$ cat config.mk
export PLATFORM = sky130hd
export DESIGN_NAME = l2_cache_sched_flat
export DESIGN_NICKNAME = d
export VERILOG_FILES = /design/src/rtl/l2_cache_sched_if.sv /design/src/rtl/l2_cache_sched.sv /design/src/flat_wrapper.sv
export SDC_FILE = /design/constraint.sdc
export NUM_CORES = 1
export LEC_CHECK = 0
export ABC_AREA = 1
export CAP_MARGIN = 20
export CORE_AREA = 2 2 75 91
export DETAILED_ROUTE_END_ITERATION = 10
export DIE_AREA = 0 0 77 93
export PLACE_DENSITY = 0.57
export SLEW_MARGIN = 30
export SYNTH_ARGS = -nofsm -noshare
export SYNTH_HDL_FRONTEND = slang
export SYNTH_SLANG_ARGS = --single-unit
export TNS_END_PERCENT = 50
$ cat constraint.sdc
create_clock -name clk_166M66 -period 2.3 [get_ports clk_166M66]
set_input_delay 0.345 -clock clk_166M66 [delete_from_list [all_inputs] [get_ports clk_166M66]]
set_output_delay 0.345 -clock clk_166M66 [all_outputs]
set_load 0.01 [all_outputs]
$ cat src/rtl/l2_cache_sched_if.sv
// L1/DDR/L2 handshake bundle around the L2 buffer scheduler.
// master = scheduler side, slave = L1 / DDR / L2 side.
interface l2_cache_sched_if;
    logic [11:0] i_l2_unread_size;
    logic        i_l1ddr_rw_conflicts;
    logic        i_l1_req;
    logic        i_l1_rw;
    logic [7:0]  i_l1_len;
    logic        o_l1_gnt;
    logic        o_l1_operate_enable;
    logic        o_l1_rw;
    logic        o_l1_done;
    logic        o_ddr_req;
    logic        i_ddr_ack;
    logic        i_ddr_valid;
    logic        o_ddr_operate_enable;
    logic        o_ddr_rw;
    logic        o_ddr_stall;
    logic        o_ddr_timeout;

    modport master (
        input  i_l2_unread_size, i_l1ddr_rw_conflicts,
        input  i_l1_req, i_l1_rw, i_l1_len,
        input  i_ddr_ack, i_ddr_valid,
        output o_l1_gnt, o_l1_operate_enable, o_l1_rw, o_l1_done,
        output o_ddr_req, o_ddr_operate_enable, o_ddr_rw,
        output o_ddr_stall, o_ddr_timeout
    );

    modport slave (
        output i_l2_unread_size, i_l1ddr_rw_conflicts,
        output i_l1_req, i_l1_rw, i_l1_len,
        output i_ddr_ack, i_ddr_valid,
        input  o_l1_gnt, o_l1_operate_enable, o_l1_rw, o_l1_done,
        input  o_ddr_req, o_ddr_operate_enable, o_ddr_rw,
        input  o_ddr_stall, o_ddr_timeout
    );
endinterface

$ cat src/rtl/l2_cache_sched.sv
// L2 buffer scheduler: DDR refill FSM and L1 admission FSM.
// Optional DDR watchdog: define L2_SCHED_DDR_TIMEOUT_EN.
module l2_cache_sched #(
    parameter int BURST_BEATS    = 4,
    parameter int LOW_WATER      = 256,
    parameter int TIMEOUT_CYCLES = 1024
) (
    input logic               clk_166M66,
    input logic               mcu_sys_rst_n,
    l2_cache_sched_if.master  bus
);
    typedef enum logic [1:0] {D_IDLE, D_REQ, D_BEAT, D_DONE} ddr_state_t;
    typedef enum logic [1:0] {L_IDLE, L_XFER, L_DONE} l1_state_t;

    ddr_state_t d_state, d_next;
    l1_state_t  l_state, l_next;

    logic [11:0] unread;
    logic [11:0] free;
    logic        refill_ok;
    logic        admit;
    logic        beat_acc;
    logic        beat_hold;
    logic        last_beat;
    logic        wd_expire;
    logic [4:0]  beat_cnt;
    logic [7:0]  word_cnt;
    logic [7:0]  len_q;
    logic        rw_q;

    logic ddr_req, ddr_en, ddr_stall;
    logic l1_gnt, l1_en, l1_done;

    assign unread    = bus.i_l2_unread_size;
    assign free      = 12'hFFF - unread;
    assign refill_ok = (32'(unread) < 32'(LOW_WATER))
                    && (32'(free) >= 32'(BURST_BEATS * 8));
    assign admit     = bus.i_l1_rw ? (free >= {4'b0, bus.i_l1_len})
                                   : (unread >= {4'b0, bus.i_l1_len});
    assign beat_acc  = bus.i_ddr_valid & ~bus.i_l1ddr_rw_conflicts;
    assign beat_hold = bus.i_ddr_valid & bus.i_l1ddr_rw_conflicts;
    assign last_beat = beat_cnt == 5'(BURST_BEATS - 1);

    // DDR state register
    always_ff @(posedge clk_166M66 or negedge mcu_sys_rst_n) begin
        if (!mcu_sys_rst_n) d_state <= D_IDLE;
        else                d_state <= d_next;
    end

    // DDR next state and strobes
    always_comb begin
        d_next    = d_state;
        ddr_req   = 1'b0;
        ddr_en    = 1'b0;
        ddr_stall = 1'b0;
        unique case (d_state)
            D_IDLE: if (refill_ok) d_next = D_REQ;
            D_REQ: begin
                ddr_req = 1'b1;
                if (bus.i_ddr_ack) d_next = D_BEAT;
                else if (wd_expire) d_next = D_IDLE;
            end
            D_BEAT: begin
                ddr_en    = beat_acc;
                ddr_stall = beat_hold;
                if (beat_acc && last_beat) d_next = D_DONE;
                else if (wd_expire) d_next = D_IDLE;
            end
            D_DONE: d_next = D_IDLE;
            default: d_next = D_IDLE;
        endcase
    end

    // Accepted-beat counter, cleared whenever no burst is in flight
    always_ff @(posedge clk_166M66 or negedge mcu_sys_rst_n) begin
        if (!mcu_sys_rst_n) beat_cnt <= '0;
        else if (d_state != D_BEAT) beat_cnt <= '0;
        else if (beat_acc) beat_cnt <= beat_cnt + 5'd1;
    end

`ifdef L2_SCHED_DDR_TIMEOUT_EN
    logic [31:0] wd_cnt;
    logic        to_q;

    assign wd_expire =
        ((d_state == D_REQ && !bus.i_ddr_ack)
      || (d_state == D_BEAT && !bus.i_ddr_valid))
      && (wd_cnt == 32'(TIMEOUT_CYCLES - 1));

    // Watchdog: idle waits count, stalled beats freeze it
    always_ff @(posedge clk_166M66 or negedge mcu_sys_rst_n) begin
        if (!mcu_sys_rst_n) begin
            wd_cnt <= '0;
            to_q   <= 1'b0;
        end else begin
            to_q <= wd_expire;
            unique case (d_state)
                D_REQ:
                    wd_cnt <= bus.i_ddr_ack ? '0 : wd_cnt + 32'd1;
                D_BEAT:
                    if (beat_acc) wd_cnt <= '0;
                    else if (!bus.i_ddr_valid) wd_cnt <= wd_cnt + 32'd1;
                default: wd_cnt <= '0;
            endcase
        end
    end

    assign bus.o_ddr_timeout = to_q;
`else
    assign wd_expire         = 1'b0;
    assign bus.o_ddr_timeout = 1'b0;
`endif

    // L1 state register
    always_ff @(posedge clk_166M66 or negedge mcu_sys_rst_n) begin
        if (!mcu_sys_rst_n) l_state <= L_IDLE;
        else                l_state <= l_next;
    end

    // L1 admission, strobe and done generation
    always_comb begin
        l_next  = l_state;
        l1_gnt  = 1'b0;
        l1_en   = 1'b0;
        l1_done = 1'b0;
        unique case (l_state)
            L_IDLE:
                if (mcu_sys_rst_n && bus.i_l1_req && admit) begin
                    l1_gnt = 1'b1;
                    l_next = (bus.i_l1_len == 8'd0) ? L_DONE : L_XFER;
                end
            L_XFER: begin
                l1_en = 1'b1;
                if (word_cnt == len_q - 8'd1) l_next = L_DONE;
            end
            L_DONE: begin
                l1_done = 1'b1;
                l_next  = L_IDLE;
            end
            default: l_next = L_IDLE;
        endcase
    end

    // Latch direction/length at grant and count issued words
    always_ff @(posedge clk_166M66 or negedge mcu_sys_rst_n) begin
        if (!mcu_sys_rst_n) begin
            rw_q     <= 1'b0;
            len_q    <= '0;
            word_cnt <= '0;
        end else begin
            if (l1_gnt) begin
                rw_q  <= bus.i_l1_rw;
                len_q <= bus.i_l1_len;
            end
            if (l_state == L_XFER) word_cnt <= word_cnt + 8'd1;
            else                   word_cnt <= '0;
        end
    end

    assign bus.o_ddr_req            = ddr_req;
    assign bus.o_ddr_operate_enable = ddr_en;
    assign bus.o_ddr_stall          = ddr_stall;
    assign bus.o_ddr_rw             = 1'b1;
    assign bus.o_l1_gnt             = l1_gnt;
    assign bus.o_l1_operate_enable  = l1_en;
    assign bus.o_l1_rw              = rw_q;
    assign bus.o_l1_done            = l1_done;
endmodule

$ cat src/flat_wrapper.sv
// flat-port wrapper written by rule: the top's interface ports become plain ports
module l2_cache_sched_flat 
#(
    parameter int BURST_BEATS    = 4,
    parameter int LOW_WATER      = 256,
    parameter int TIMEOUT_CYCLES = 1024
)
  (clk_166M66, mcu_sys_rst_n, bus_i_l2_unread_size, bus_i_l1ddr_rw_conflicts, bus_i_l1_req, bus_i_l1_rw, bus_i_l1_len, bus_i_ddr_ack, bus_i_ddr_valid, bus_o_l1_gnt, bus_o_l1_operate_enable, bus_o_l1_rw, bus_o_l1_done, bus_o_ddr_req, bus_o_ddr_operate_enable, bus_o_ddr_rw, bus_o_ddr_stall, bus_o_ddr_timeout);
  l2_cache_sched_if bus_i ();
  input logic clk_166M66;
  input logic mcu_sys_rst_n;
  input wire logic [$bits(bus_i.i_l2_unread_size)-1:0] bus_i_l2_unread_size;
  input wire logic [$bits(bus_i.i_l1ddr_rw_conflicts)-1:0] bus_i_l1ddr_rw_conflicts;
  input wire logic [$bits(bus_i.i_l1_req)-1:0] bus_i_l1_req;
  input wire logic [$bits(bus_i.i_l1_rw)-1:0] bus_i_l1_rw;
  input wire logic [$bits(bus_i.i_l1_len)-1:0] bus_i_l1_len;
  input wire logic [$bits(bus_i.i_ddr_ack)-1:0] bus_i_ddr_ack;
  input wire logic [$bits(bus_i.i_ddr_valid)-1:0] bus_i_ddr_valid;
  output wire logic [$bits(bus_i.o_l1_gnt)-1:0] bus_o_l1_gnt;
  output wire logic [$bits(bus_i.o_l1_operate_enable)-1:0] bus_o_l1_operate_enable;
  output wire logic [$bits(bus_i.o_l1_rw)-1:0] bus_o_l1_rw;
  output wire logic [$bits(bus_i.o_l1_done)-1:0] bus_o_l1_done;
  output wire logic [$bits(bus_i.o_ddr_req)-1:0] bus_o_ddr_req;
  output wire logic [$bits(bus_i.o_ddr_operate_enable)-1:0] bus_o_ddr_operate_enable;
  output wire logic [$bits(bus_i.o_ddr_rw)-1:0] bus_o_ddr_rw;
  output wire logic [$bits(bus_i.o_ddr_stall)-1:0] bus_o_ddr_stall;
  output wire logic [$bits(bus_i.o_ddr_timeout)-1:0] bus_o_ddr_timeout;
  assign bus_i.i_l2_unread_size = bus_i_l2_unread_size;
  assign bus_i.i_l1ddr_rw_conflicts = bus_i_l1ddr_rw_conflicts;
  assign bus_i.i_l1_req = bus_i_l1_req;
  assign bus_i.i_l1_rw = bus_i_l1_rw;
  assign bus_i.i_l1_len = bus_i_l1_len;
  assign bus_i.i_ddr_ack = bus_i_ddr_ack;
  assign bus_i.i_ddr_valid = bus_i_ddr_valid;
  assign bus_o_l1_gnt = bus_i.o_l1_gnt;
  assign bus_o_l1_operate_enable = bus_i.o_l1_operate_enable;
  assign bus_o_l1_rw = bus_i.o_l1_rw;
  assign bus_o_l1_done = bus_i.o_l1_done;
  assign bus_o_ddr_req = bus_i.o_ddr_req;
  assign bus_o_ddr_operate_enable = bus_i.o_ddr_operate_enable;
  assign bus_o_ddr_rw = bus_i.o_ddr_rw;
  assign bus_o_ddr_stall = bus_i.o_ddr_stall;
  assign bus_o_ddr_timeout = bus_i.o_ddr_timeout;
  l2_cache_sched #(.BURST_BEATS(BURST_BEATS), .LOW_WATER(LOW_WATER), .TIMEOUT_CYCLES(TIMEOUT_CYCLES)) u_core (.clk_166M66(clk_166M66), .mcu_sys_rst_n(mcu_sys_rst_n), .bus(bus_i));
endmodule
==> run_results.csv, run 1 <==
group,metric,value,unit
sta,finClkSkew,0.00554,ns
floorplanning,coreArea,6330,µm²
finish,fin_util,42.3,%
clock_network,cts_root_buf,"clkbuf_8",
pwr,clock_power_share,29.7,%
detailed_routing,drt_iter0_drc,23,
logic_synthesis,synth-simple-area-share,28.6,%
logic_synthesis,synth-compound-area-share,10.4,%
clock_network,cts_made_buffers,3,
logic_synthesis,synthMuxAreaShare,0,%
sta,hold_viol,0,
global_route,grt_pass1_wl,7400,µm
finish,layout-drive-gt1-share,15.3,%
critical_path,crit_arrival,1.89,ns
global_route,overflow,0,
logic_synthesis,postSynthAreaPerCell,7.34,µm²
finish,seq_area,651,µm²
finish,area_growth,32.2,%
clock_network,cts_buffer_depth,2,
clock_network,htreeDepth,1,
pwr,p_sw,0.344,mW
place,io_buffers,33,
floorplanning,dieArea,7160,µm²
logic_synthesis,synth_top_family_by_area,"simple AND/OR/NAND/NOR gates",
logic_synthesis,yosys.area.top_type,"dfrtp_1",
finish,stdcell_count,412,
logic_synthesis,synth_top_area_share,32.1,%
clock_network,clk_pin_slew,0.09,ns
clock_network,clk-insertion-delay-late,0.26,ns
finish,fin_nets,377,
critical_path,start_kind,"primary input",
logic_synthesis,synth.distinct_cells,28,
detailed_routing,vias,1811,
pwr,p_comb_share,29.5,%
sta,slew_violations,0,
pwr,switching_share,27.8,%
pwr,internal_power,0.893,mW
floorplanning,die_h,93,µm
floorplanning,start_util,32.0,%
detailed_routing,ant_nets,0,
finish,multi_input_area,1200,µm²
detailed_routing,totalWireLength,4260,µm
logic_synthesis,syn_nets,325,
critical_path,path_max_fanout,2,
logic_synthesis,synth_warnings,0,
min_path,worstHoldPathType,"flip-flop to flip-flop",
detailed_routing,drc,0,
logic_synthesis,syn_area,2030,µm²
logic_synthesis,synth_xor_area_share,3.89,%
detailed_routing,drt-vias-per-instance,4.40,
run_status,outcome,"complete, no violations",
place,dp.cells,408,
clock_network,cts_tree,"done",
place,routabilityCongestion,0.785,
critical_path,critPathKind,"primary input to primary output",
pwr,power_density,462,nW/µm²
detailed_routing,wire_per_inst,10.3,µm
pwr,ir_drop,0.424,mV
global_route,grt_max_degree,27,
logic_synthesis,ys_seq_elements,26,
sta,max_freq,448,MHz
global_route,grt_pass1_vias,1768,
place,dp_hpwl,3610,µm
sta,period_share,97.1,%
global_route,grt_use_total,12.5,%
pwr,p_leak,1.36,nW
finish,fill_cells,698,
logic_synthesis,synthTopCellsByArea,"dfrtp_1 (32%), ha_1 (14%), nand2_1 (9.6%), inv_1 (8.9%), nor2_1 (6.9%)",
flow_run,timing.max_cap.violations,0,
floorplanning,ios,36,
global_route,antenna_found_initial,0,
sta,setup_viol,0,
critical_path,end_kind,"primary output",
finish,insertedDiodeCount,0,
clock_network,cts_sinks,26,
critical_path,cp.required,1.96,ns
sta,rsz0062_at_grt,"true",
logic_synthesis,synthAdderAreaFrac,13.6,%
detailed_routing,first_pass_iters,4,
floorplanning,rows,32,
pwr,seqPwrFrac,40.8,%
logic_synthesis,ys_seq_area_share,32.1,%
floorplanning,floorplan.die.width,77,µm
logic_synthesis,netlist_instances,276,
sta,period_needed,2.23,ns
==> what timing repair did <==
item	CTS	global route
pin swaps	1	0
hold buffers	0	0
endpoints found under the setup margin	1	3
gates resized for setup	6	6
buffers inserted	0	0
==> metal layers <==
layer  up-vias  part of all wire, %  GRT usage [%]  wire length (µm)
met1       820                   45           14.8              1900
li1        968                    -              -                 -
met4         0                  1.6           2.98                68
met5         -                    0              0                 0
met2        19                   52           23.8              2210
met3         4                  1.9           1.45                79
==> Yosys cell counts <==
cell,n
dfrtp_1,26
inv_1,48
buf_4,2
xnor2_1,7
xor2_1,2
nand2_1,52
nor3_1,4
nand3b_1,1
nor3_2,1
buf_6,2
nand2_2,6
nand4_4,1
nand2b_1,1
nor3b_1,1
or2_0,1
o21ai_1,1
clkbuf_1,1
o31ai_1,1
ha_1,22
nand3_1,17
conb_1,2
a21oi_1,13
nand4_1,6
o21ai_2,10
o21ai_0,9
nor2_1,37
inv_2,1
nor2_2,1
==> worst paths after layout <==
path,cells past startpoint,end,from,slack [ns]
worst min register to register,1,u_core.beat_cnt[4],u_core.beat_cnt[4],0.46
worst max-delay path,11,bus_o_l1_gnt,bus_i_l2_unread_size[7],0.07
min in group asynchronous,2,u_core.word_cnt[3],mcu_sys_rst_n,0.59
worst max register to register,9,u_core.l_state[0],u_core.len_q[0],0.72
worst min-delay path,1,u_core.beat_cnt[4],u_core.beat_cnt[4],0.46
max in group asynchronous,2,u_core.len_q[4],mcu_sys_rst_n,1.45
==> cells by family (layout without fill, tap and decap cells) <==
group / after synthesis / in the layout
AOI/OAI and AO/OA: 34 / 34
xor gates and xnor gates: 9 / 9
adders and majority gates: 22 / 22
buffers and inverters: 54 / 105
DFF: 26 / 26
other: 2 / 2
and+or+nand+nor: 129 / 129
==> state kept, by name (all words and copies together), names as in the netlist <==
| signal | count |
|---|---|
| u_core.beat_cnt | 5 |
| u_core.bus.o_l1_rw | 1 |
| u_core.d_state | 2 |
| u_core.l_state | 2 |
| u_core.len_q | 8 |
| u_core.word_cnt | 8 |
==> power groups by stage <==
stage	clock network (mW)	registers, mW	logic, mW
floorplan	0	0.506	0.201
global placement	0	0.510	0.339
detailed placement	0	0.511	0.347
CTS	0.381	0.502	0.352
global route	0.393	0.511	0.427
finish	0.368	0.505	0.365
==> cell usage in the layout, fill, tap and decap left out, drive strengths merged, types with 2 or more instances in the layout <==
master,instances
a21oi,13
buf,20
clkbuf,3
clkdlybuf4s50,32
conb,2
dfrtp,26
ha,22
inv,49
nand2,58
nand3,17
nand4,7
nor2,38
nor3,5
o21ai,20
xnor2,7
xor2,2
==> area by class of cell <==
| type | count | share of cell area, % |
|---|---|---|
| clock buffer | 3 | 1.54 |
| sequential | 26 | 24.3 |
| timing repair buffer | 52 | 17.5 |
| multi-input combinational | 196 | 44.7 |
| clock inverter | 1 | 1.12 |
| tap | 85 | 3.97 |
| inverter | 49 | 6.87 |
==> worst max-delay path, stage by stage <==
cell	delay, ns
clkdlybuf4s50_1	0.48
inv_1	0.05
ha_1	0.28
inv_1	0.08
nand2_1	0.07
nor3_2	0.17
nand2_1	0.08
nand2_2	0.08
nand4_4	0.08
inv_2	0.05
buf_2	0.12
==> through the flow <==
stage | total power [mW] | hold WS (ns) | setup slack [ns] | TNS [ns] | cell area [µm²]
after floorplan | 0.707 | 0.0494 | 0.397 | 0 | 2030
after global placement | 0.849 | 0.451 | -0.443 | -0.505 | 2560
after detailed placement | 0.858 | 0.461 | -0.495 | -1.07 | 2560
after CTS | 1.24 | 0.471 | 0.00924 | 0 | 2640
after global routing | 1.33 | 0.502 | -0.0416 | -0.0416 | 2680
final | 1.24 | 0.464 | 0.0659 | 0 | 2680
No activity file was read; power rests on OpenSTA's default activity.
==> run 2: changes to the inputs <==
--- a/config.mk
+++ b/config.mk
@@ -7,9 +7,9 @@
 export LEC_CHECK = 0
 export ABC_AREA = 1
 export CAP_MARGIN = 20
-export CORE_AREA = 2 2 75 91
+export CORE_AREA = 2 2 63 109
 export DETAILED_ROUTE_END_ITERATION = 10
-export DIE_AREA = 0 0 77 93
+export DIE_AREA = 0 0 65 111
 export PLACE_DENSITY = 0.57
 export SLEW_MARGIN = 30
 export SYNTH_ARGS = -nofsm -noshare
==> run_results.csv, run 2 (synthesis gave the netlist of run 1 again) <==
group,metric,value,unit
detailed_routing,drc,0,
detailed_routing,drt-vias-per-instance,4.48,
floorplanning,ios,36,
global_route,grt_use_total,13.5,%
detailed_routing,first_pass_iters,4,
floorplanning,coreArea,6390,µm²
detailed_routing,drt_iter0_drc,33,
floorplanning,die_h,111,µm
global_route,grt.met2_usage,26.7,%
floorplanning,dieArea,7220,µm²
critical_path,path_max_fanout,3,
global_route,grt_max_degree,27,
floorplanning,rows,39,
sta,hold_viol,0,
clock_network,cts_buffer_depth,2,
critical_path,cp.required,1.96,ns
global_route,top_usage_layer,"met2",
sta,rsz0062_at_grt,"false",
floorplanning,floorplan.die.width,65,µm
flow_run,timing.max_cap.violations,0,
critical_path,start_kind,"primary input",
sta,period_share,94.6,%
finish,mostFrequentLayoutCells,"nand2_1 (51), inv_1 (44), nor2_1 (36)",
detailed_routing,totalWireLength,4570,µm
finish,reg_top3,"u_core.len_q x8, u_core.word_cnt x8, u_core.beat_cnt x5",
sta,slew_violations,0,
finish,layout-drive-gt1-share,18.2,%
min_path,worstHoldPathType,"flip-flop to flip-flop",
critical_path,crit_arrival,1.83,ns
clock_network,clk_pin_slew,0.06,ns
clock_network,holdBufCountCts,0,
clock_network,htreeDepth,1,
pwr,power_density,456,nW/µm²
global_route,grt_use_met3,1.02,%
critical_path,critPathKind,"primary input to primary output",
clock_network,clk-insertion-delay-late,0.25,ns
floorplanning,start_util,31.7,%
place,dp_hpwl,3840,µm
finish,area_growth,35.9,%
global_route,overflow,0,
sta,max_freq,460,MHz
finish,final_common_cell,"nand2_1",
sta,worst_slack,0.125,ns
pwr,p_leak,1.39,nW
place,io_buffers,33,
clock_network,cts_tree,"done",
detailed_routing,ant_nets,0,
sta,period_needed,2.18,ns
run_status,outcome,"complete, no violations",
clock_network,cts_root_buf,"clkbuf_16",
clock_network,cts_made_buffers,3,
sta,tns,0,ns
critical_path,end_kind,"primary output",
clock_network,cts_sinks,26,
global_route,grt_pass1_wl,7860,µm
finish,fin_util,43.1,%
finish,insertedDiodeCount,0,
global_route,antenna_found_initial,0,
detailed_routing,wire_per_inst,11.1,µm
sta,setup_viol,0,
sta,finClkSkew,0.000871,ns
detailed_routing,vias,1840,
global_route,grt_pass1_vias,1850,
pwr,ir_drop,0.410,mV
place,dp_slack,-0.456,ns
place,routabilityCongestion,0.773,
global_route,grt_use_met1,14.6,%
finish,fin_nets,380,
[run 2: report_power, final]
group          internal, mW  switching (mW)  leakage [nW]
Sequential            0.484          0.0201         0.338
Combinational         0.182           0.194          1.02
Clock                 0.230           0.145        0.0370
[run 2: final timing paths]
| check | depth (start not counted) | slack (ns) | start | to |
|---|---|---|---|---|
| max | 11 | 0.12 | bus_i_l1_len[7] | bus_o_l1_gnt |
| max in group asynchronous | 2 | 1.43 | mcu_sys_rst_n | u_core.len_q[1] |
| min | 1 | 0.46 | u_core.beat_cnt[4] | u_core.beat_cnt[4] |
| min reg2reg | 1 | 0.46 | u_core.beat_cnt[4] | u_core.beat_cnt[4] |
| max reg2reg | 9 | 0.69 | u_core.len_q[0] | u_core.l_state[0] |
| min in group asynchronous | 2 | 0.62 | mcu_sys_rst_n | u_core.word_cnt[3] |
[run 2: repair_timing]
action	4_1_cts	5_1_grt
setup buffers	1	0
pin swaps	3	9
setup endpoints to repair	1	1
gates resized for setup	9	15
[run 2: per-layer routing]
layer  share of wire, %  vias to the layer above
li1                   -                      972
met1                 39                      845
met2                 58                       19
met3                1.1                        4
met4                1.4                        0
met5                  0                        -
[run 2: layout make-up]
cell class	instances	area, µm²
Multi-Input combinational cell	196	1240
Sequential cell	26	651
Inverter	49	184
Timing Repair Buffer	55	503
Fill cell	680	3640
Tap cell	82	103
Clock buffer	3	75.1
[run 2: critical path: stages]
cell and delay [ns]:
clkdlybuf4s50_1 0.48, inv_2 0.05, buf_4 0.14, ha_1 0.19
nor2_1 0.10, nand4_1 0.11, nor2_2 0.12, nand2_2 0.08
nand4_4 0.07, inv_2 0.04, buf_6 0.11
[run 2: through the flow]
| step | cell area (µm²) | std cells | power (mW) | hold WS (ns) |
|---|---|---|---|---|
| after floorplan | 2030 | 276 | 0.707 | 0.0494 |
| after global placement | 2580 | 407 | 0.869 | 0.451 |
| after detailed placement | 2580 | 407 | 0.877 | 0.458 |
| after CTS | 2680 | 411 | 1.26 | 0.465 |
| after global routing | 2750 | 411 | 1.34 | 0.477 |
| final | 2750 | 411 | 1.26 | 0.461 |
